**src/rtl/me_wb_skid.sv**
```systemverilog
// me_wb_skid: MEM->WB pipeline register with valid/ready handshake, synchronous
// flush and a one-entry skid buffer so WB stalls never reach MEM combinationally.
//
// Ports:
//   clk, rst_n            clock, asynchronous active-low reset
//   flush                 synchronous flush, drops held and incoming entries
//   me_valid / me_ready   upstream handshake (me_ready is registered)
//   me_*                  incoming payload {select, writeReg, outMem, outAlu, rd}
//   wb_valid / wb_ready   downstream handshake (wb_valid is registered)
//   wb_*                  held payload; wb_writeReg is 0 whenever wb_valid is 0
//   wb_result             (WB_RESULT_EN only) registered select ? outMem : outAlu
//
// Optional feature macro: WB_RESULT_EN adds the wb_result output.

module me_wb_skid #(
    parameter int unsigned DATA_W     = 32,
    parameter int unsigned REG_ADDR_W = 5
) (
    input  logic                  clk,
    input  logic                  rst_n,
    input  logic                  flush,
    input  logic                  me_valid,
    output logic                  me_ready,
    input  logic                  me_aluOut_WB_memOut,
    input  logic                  me_writeReg,
    input  logic [DATA_W-1:0]     me_outMem,
    input  logic [DATA_W-1:0]     me_outAlu,
    input  logic [REG_ADDR_W-1:0] me_rd,
    output logic                  wb_valid,
    input  logic                  wb_ready,
    output logic                  wb_aluOut_WB_memOut,
    output logic                  wb_writeReg,
    output logic [DATA_W-1:0]     wb_outMem,
    output logic [DATA_W-1:0]     wb_outAlu,
    output logic [REG_ADDR_W-1:0] wb_rd
`ifdef WB_RESULT_EN
    ,
    output logic [DATA_W-1:0]     wb_result
`endif
);

    typedef enum logic [1:0] {
        S_EMPTY = 2'd0,
        S_FULL  = 2'd1,
        S_SKID  = 2'd2
    } state_e;

    state_e state_q, state_d;

    logic                  wb_valid_q, wb_valid_d;
    logic                  me_ready_q, me_ready_d;
    logic                  out_sel_q,  out_sel_d;
    logic                  out_we_q,   out_we_d;
    logic [DATA_W-1:0]     out_mem_q,  out_mem_d;
    logic [DATA_W-1:0]     out_alu_q,  out_alu_d;
    logic [REG_ADDR_W-1:0] out_rd_q,   out_rd_d;
    logic                  skid_sel_q, skid_sel_d;
    logic                  skid_we_q,  skid_we_d;
    logic [DATA_W-1:0]     skid_mem_q, skid_mem_d;
    logic [DATA_W-1:0]     skid_alu_q, skid_alu_d;
    logic [REG_ADDR_W-1:0] skid_rd_q,  skid_rd_d;
`ifdef WB_RESULT_EN
    logic [DATA_W-1:0]     result_q,   result_d;
`endif

    logic accept_c;
    logic consume_c;
    logic in_we_c;

    assign accept_c  = me_valid & me_ready_q;
    assign consume_c = wb_valid_q & wb_ready;
    // Writes to register 0 are squashed at capture time.
    assign in_we_c   = me_writeReg & (me_rd != REG_ADDR_W'(0));

    // State register
    always_ff @(posedge clk or negedge rst_n) begin
        if (!rst_n) begin
            state_q <= S_EMPTY;
        end else begin
            state_q <= state_d;
        end
    end

    // Next-state logic; flush dominates everything
    always_comb begin
        state_d = state_q;
        if (flush) begin
            state_d = S_EMPTY;
        end else begin
            case (state_q)
                S_EMPTY: if (accept_c) state_d = S_FULL;
                S_FULL: begin
                    if (accept_c && !consume_c)      state_d = S_SKID;
                    else if (!accept_c && consume_c) state_d = S_EMPTY;
                end
                S_SKID:  if (consume_c) state_d = S_FULL;
                default: state_d = S_EMPTY;
            endcase
        end
    end

    // Output / datapath next values
    always_comb begin
        wb_valid_d = (state_d != S_EMPTY);
        me_ready_d = (state_d != S_SKID);
        out_sel_d  = out_sel_q;
        out_we_d   = out_we_q;
        out_mem_d  = out_mem_q;
        out_alu_d  = out_alu_q;
        out_rd_d   = out_rd_q;
        skid_sel_d = skid_sel_q;
        skid_we_d  = skid_we_q;
        skid_mem_d = skid_mem_q;
        skid_alu_d = skid_alu_q;
        skid_rd_d  = skid_rd_q;
`ifdef WB_RESULT_EN
        result_d   = result_q;
`endif
        if (flush) begin
            out_we_d   = 1'b0;
            skid_sel_d = 1'b0;
            skid_we_d  = 1'b0;
            skid_mem_d = '0;
            skid_alu_d = '0;
            skid_rd_d  = '0;
        end else begin
            case (state_q)
                S_EMPTY, S_FULL: begin
                    if (accept_c && (state_q == S_EMPTY || consume_c)) begin
                        out_sel_d = me_aluOut_WB_memOut;
                        out_we_d  = in_we_c;
                        out_mem_d = me_outMem;
                        out_alu_d = me_outAlu;
                        out_rd_d  = me_rd;
`ifdef WB_RESULT_EN
                        result_d  = me_aluOut_WB_memOut ? me_outMem : me_outAlu;
`endif
                    end else if (accept_c) begin
                        skid_sel_d = me_aluOut_WB_memOut;
                        skid_we_d  = in_we_c;
                        skid_mem_d = me_outMem;
                        skid_alu_d = me_outAlu;
                        skid_rd_d  = me_rd;
                    end else if (consume_c) begin
                        // Stage drains: keep the write enable low while invalid.
                        out_we_d = 1'b0;
                    end
                end
                S_SKID: begin
                    if (consume_c) begin
                        out_sel_d = skid_sel_q;
                        out_we_d  = skid_we_q;
                        out_mem_d = skid_mem_q;
                        out_alu_d = skid_alu_q;
                        out_rd_d  = skid_rd_q;
`ifdef WB_RESULT_EN
                        result_d  = skid_sel_q ? skid_mem_q : skid_alu_q;
`endif
                    end
                end
                default: ;
            endcase
        end
    end

    // Output and skid registers
    always_ff @(posedge clk or negedge rst_n) begin
        if (!rst_n) begin
            wb_valid_q <= 1'b0;
            me_ready_q <= 1'b1;
            out_sel_q  <= 1'b0;
            out_we_q   <= 1'b0;
            out_mem_q  <= '0;
            out_alu_q  <= '0;
            out_rd_q   <= '0;
            skid_sel_q <= 1'b0;
            skid_we_q  <= 1'b0;
            skid_mem_q <= '0;
            skid_alu_q <= '0;
            skid_rd_q  <= '0;
`ifdef WB_RESULT_EN
            result_q   <= '0;
`endif
        end else begin
            wb_valid_q <= wb_valid_d;
            me_ready_q <= me_ready_d;
            out_sel_q  <= out_sel_d;
            out_we_q   <= out_we_d;
            out_mem_q  <= out_mem_d;
            out_alu_q  <= out_alu_d;
            out_rd_q   <= out_rd_d;
            skid_sel_q <= skid_sel_d;
            skid_we_q  <= skid_we_d;
            skid_mem_q <= skid_mem_d;
            skid_alu_q <= skid_alu_d;
            skid_rd_q  <= skid_rd_d;
`ifdef WB_RESULT_EN
            result_q   <= result_d;
`endif
        end
    end

    assign me_ready            = me_ready_q;
    assign wb_valid            = wb_valid_q;
    assign wb_aluOut_WB_memOut = out_sel_q;
    assign wb_writeReg         = out_we_q;
    assign wb_outMem           = out_mem_q;
    assign wb_outAlu           = out_alu_q;
    assign wb_rd               = out_rd_q;
`ifdef WB_RESULT_EN
    assign wb_result           = result_q;
`endif

endmodule

```
**config.mk**
```make
export PLATFORM = sky130hd
export DESIGN_NAME = me_wb_skid
export DESIGN_NICKNAME = d
export VERILOG_FILES = /design/src/rtl/me_wb_skid.sv
export SDC_FILE = /design/constraint.sdc
export NUM_CORES = 1
export LEC_CHECK = 0
export ABC_AREA = 1
export CAP_MARGIN = 20
export CORE_MARGIN = 4
export CORE_UTILIZATION = 46
export DETAILED_ROUTE_END_ITERATION = 6
export MAX_ROUTING_LAYER = met4
export PLACE_DENSITY = 0.72
export SLEW_MARGIN = 10
export SYNTH_ARGS = -nofsm -noshare
export SYNTH_HDL_FRONTEND = slang
export SYNTH_SLANG_ARGS = --single-unit
```
**constraint.sdc**
```tcl
create_clock -name clk -period 1.4 [get_ports clk]
set_input_delay 0.42 -clock clk [delete_from_list [all_inputs] [get_ports clk]]
set_output_delay 0.42 -clock clk [all_outputs]
set_load 0.005 [all_outputs]
```
After elaboration in Yosys (flattened, before gate mapping)
Index checks and enable logic that the tools add are counted.

Register bits after elaboration: 146. Output and inout bits: 73. Bits of input ports: 76. Logic and storage cells: 87.

Mux-type cells: 44. Equal/unequal tests: 9. Bitwise operators: 4. Reduce and logical (&&, ||, !) cells: 17.

Operators with widths (number): $mux W32 (12); $pmux W32 S2 (2); $mux W5 (6); $mux W1 (15); $mux W2 (5); $pmux W5 S2 (1); $ne A2 B2 Y1 const B (4); $ne A4 B4 Y1 const B (2); $reduce_and A4 Y1 (2); $reduce_bool A2 Y1 (4); $pmux W2 S3 (1); $reduce_bool A5 Y1 (1); $pmux W1 S2 (2); $and A1 B1 Y1 (3); $logic_and A1 B1 Y1 (3); $ne A3 B3 Y1 const B (1); $reduce_and A3 Y1 (1); $reduce_bool A3 Y1 (1); $eq A2 B1 Y1 const B (1); $eq A2 B2 Y1 const B (1); $logic_not A1 Y1 (2); $logic_not A2 Y1 (1); $reduce_or A2 Y1 (1); $logic_or A1 B1 Y1 (1); $not A1 Y1 (1).

Logic depth before layout (Yosys ltp)
Depth after elaboration: 8. Mapped depth: 9. Depth with buffers taken out: 8.

Least setup slack after synthesis
No wires, ideal clock.

Path type: register to register. From: reg me_ready_q (netlist: me_ready). To: reg out_mem_q[30] (netlist: wb_outMem[30]). Path buffers: 2. Slack: -0.056 ns. Library setup time: 0.074 ns. Clock period less this slack: 1.456 ns. Required time: 1.326 ns. Cell stages (with the launch flop): 10. Arrival: 1.382 ns. Cell sequence: dfstp_2 -> nand2_1 -> inv_1 -> nand2_2 -> nand2_1 -> and2_4 -> buf_12 -> buf_12 -> nand2_2 -> o21ai_2.

Word-level cells in the longest chain between the ends: 4.

RTL lines: start: declaration (line 51) `logic me_ready_q, me_ready_d;`; start signal: assignment (line 186) `me_ready_q <= me_ready_d;`; $and A1 B1 Y1 (line 70) `assign accept_c = me_valid & me_ready_q;`; $logic_and A1 B1 Y1 (line 129) `if (accept_c && (state_q == S_EMPTY || consume_c)) begin`; $ne A2 B2 Y1 (no source line); $reduce_and A4 Y1 (no source line); end signal: assignment (line 189) `out_mem_q <= out_mem_d;`; end: declaration (line 54) `logic [DATA_W-1:0] out_mem_q, out_mem_d;`.

Every way passes these cells. A chain may end at the register's enable or synchronous reset.

Final worst setup path
From: in wb_ready. To: reg out_rd_q[1] (netlist: wb_rd[1]).

Word-level cells in the longest chain between the ends: 5. Elaborated cells between the ends (all ways): 6. Classes of those cells: eq/ne (2); bitwise (1); reduce/logical (3).

RTL lines: start: declaration (line 30) `input logic wb_ready,`; $and A1 B1 Y1 (*) (line 71) `assign consume_c = wb_valid_q & wb_ready;`; $logic_or A1 B1 Y1 (line 129); $logic_and A1 B1 Y1 (line 129); $ne A2 B2 Y1 (no source line); $reduce_and A4 Y1 (no source line) (*); end signal: assignment (line 191) `out_rd_q <= out_rd_d;`; end: declaration (line 56) `logic [REG_ADDR_W-1:0] out_rd_q, out_rd_d;`.

Mark *: on every way between the ends. The rest lies on a longest branch, timed or not.

==> results by group <==
Global routing
  – Gr usage total: 20.3%
  – Vias in the first global route: 5,637
  – Initial antenna violation count: 0
  – Total congestion overflow: 0
  – Largest net degree at the start of global routing: 51
  – First-pass GRT wire length: 28.1 mm

Placed design
  – DP HPWL: 11.0 mm
  – IO buf count: 148
  – GPL Wtd Cong: 0.807
  – Dpl cell area: 8850 sq um
  – Pre-CTS setup slack: -0.596 ns

Critical path
  – Crit path largest cell delay: 0.48 ns
  – Worst path required time: 1.74 ns
  – Crit start category: input pin
  – Critical Setup Path Class: in2reg
  – Worst R2R Setup Slack: -0.15 ns
  – Crit-path max FO: 6
  – Max stage delay cell, worst path: clkdlybuf4s50_1
  – Critical Path End Type: register
  – Arrival time at the worst endpoint: 1.90 ns
  – Crit-path cells: clkdlybuf4s50_1 > nand2_2 > inv_1 > nor2_1 > nor2_1 > and2_4 > buf_12 > clkbuf_16 > nand2_2 > o21ai_2

Synth
  – Synthesized net count: 872
  – Synthesized flop and latch total: 146
  – Yosys cell types: 23
  – Cell taking the most area after synthesis: dfrtp_1
  – Share of the synthesized area in the top cell type: 51.5%
  – Cells after Synth: 796
  – Sequential element share of the synthesized area: 51.8%
  – Syn avg cell area: 8.86 sq um
  – Cell area after synthesis: 7050 sq um
  – Area contributors post-synth: dfrtp_1, o21ai_0, o21ai_2
  – Synth warn: 0

Timing
  – Setup skew after layout: 0.00530 ns
  – Final worst setup slack: -0.151 ns
  – Final Max Slew Viols: 0
  – Final Critical Period: 1.55 ns
  – F_max: 645 MHz
  – Slew headroom: 71.4%
  – Final worst path period share: 111%
  – Final Hold Vio Count: 0
  – RSZ-0062 raised after global routing: true
  – # setup viols final: 143
  – Slew of the pin with the lowest slew margin: 0.429 ns

Final layout
  – Nets@finish: 1,074
  – Antenna cells: 0
  – Commonest non-fill, non-tap cell in the layout: inv_1
  – Area of the multi-input gates: 2550 sq um
  – Final core utilization: 66.2%
  – Sequential cell area: 3660 sq um
  – Commonest cells after routing, fill and taps aside: inv_1, nand2_1, dfrtp_1, o21ai_0, clkdlybuf4s50_1
  – Share of cells above drive strength 1: 33.0%
  – Filler cell count: 1,230
  – Finished Cell Area: 9770 sq um
  – Area delta synth->final: 38.6%

Run status
  – Violated checks: setup timing
  – Status: finished with violations

Clock network
  – Clk slew on worst S/H paths: 0.06 ns
  – Sinks on Clock Net: 146
  – Clock Latency Late Sink: 0.41 ns
  – Clock tree buffer depth: 2
  – Root Buffer: clkbuf_16
  – H-tree levels: 4
  – CTS tree: yes
  – Number of buffers created by CTS: 17

Routing
  – Vias: 5,851
  – DRC violations left: 0
  – Antenna viol nets, final: 0
  – Drt initial violations: 422
  – Final WL: 18.5 mm
  – DR WL/cell: 15.5 um
  – Post-DR vias/cell: 4.90
  – Total iterations of the first detailed-routing run: 5

Floorplan
  – Core ar.: 14,800 sq um
  – Die W: 132 um
  – Die Y: 132 um
  – Die area: 17,400 sq um
  – Row Count: 44
  – Initial Util: 47.8%
  – IO Pins: 149

Min path
  – Tightest Hold Check Type: reg2reg

Pwr
  – Total chip power: 15.1 mW
  – P_leak: 4.81 nW
  – VDD IR max: 872 uV
  – Power Dens Cells: 1540 nW/um^2

Job
  – MaxCap Viol Count: 0
[power breakdown]
group / leakage [nW] / switching (mW) / internal (mW)
clock: 0.271 / 1.67 / 2.63
sequential: 1.89 / 0.536 / 5.29
combinational: 2.64 / 2.46 / 2.50
[sequential cells by signal, summed over array words and instances, names as in the netlist]
register,count
wb_rd,5
skid_sel_q,1
skid_we_q,1
wb_writeReg,1
skid_mem_q,32
skid_rd_q,5
wb_aluOut_WB_memOut,1
wb_outAlu,32
wb_outMem,32
wb_valid,1
me_ready,1
state_q,2
skid_alu_q,32
[critical path: cells and delay by family]
family / cells / cell delay [ns]
buffers and inverters: 4 / 0.88
AOI/OAI and AO/OA: 1 / 0.05
and+or+nand+nor: 5 / 0.53
[metrics by stage]
stage / TNS [ns] / instances / hold slack, ns
finish: -14.84 / 1195 / 0.478
global route: -24.83 / 1195 / 0.508
CTS: -10.47 / 1176 / 0.482
detailed placement: -74.77 / 1120 / 0.366
global placement: -69.34 / 1120 / 0.370
floorplan: -1.15 / 796 / 0.124
[per-layer routing]
metal,share of wire (%),routed length [um],global-route usage [%],up-vias
met4,1.9,351,6.71,0
met3,5.9,1100,5.84,25
li1,-,-,-,2857
met2,48,8930,31.7,180
met1,44,8120,25.8,2789
met5,0,0,-,-
[cells in the mapped netlist, drive strengths merged]
cell / n
xor2: 1
o211ai: 1
nor2: 6
o21bai: 1
nand3: 4
a21oi: 1
and2: 1
o21ai: 214
nor3: 1
dfstp: 1
nand4: 1
nand2: 222
clkbuf: 19
inv: 153
dfrtp: 145
buf: 25
[path summary, 6_finish.rpt]
path                             startpoint             end  depth (start not counted)
worst max register to register     me_ready        wb_rd[1]                          9
worst min-delay path            wb_writeReg     wb_writeReg                          2
worst max-delay path               wb_ready        wb_rd[1]                         10
min in group asynchronous             rst_n    wb_outAlu[2]                          2
max in group asynchronous             rst_n  skid_mem_q[20]                          3
worst min register to register  wb_writeReg     wb_writeReg                          2
[what timing repair did]
action | CTS | global route
pin swaps | 1 | 0
buffers inserted | 21 | 4
gates cloned | 2 | 15
resized for setup | 307 | 26
endpoints found under the setup margin | 212 | 147
hold endpoints to repair | 29 | 0
hold buffers | 1 | 0
[cells by family (layout without fill, tap and decap cells)]
group	Yosys count	after routing	share of synthesized area, %
compound gates	217	217	19.3
xor+xnor	1	1	0.124
buf+inv	197	412	13.4
flops	146	146	51.8
simple gates	235	235	15.4
[final cells by class]
type / count / share of cell area (%)
clock buffer: 27 / 5.15
inverter: 153 / 5.95
clock inverter: 5 / 0.538
sequential: 146 / 37.4
timing repair buffer: 227 / 22.5
tap: 184 / 2.36
multi-input combinational: 453 / 26.1
Power figures use the tool's default switching activity.
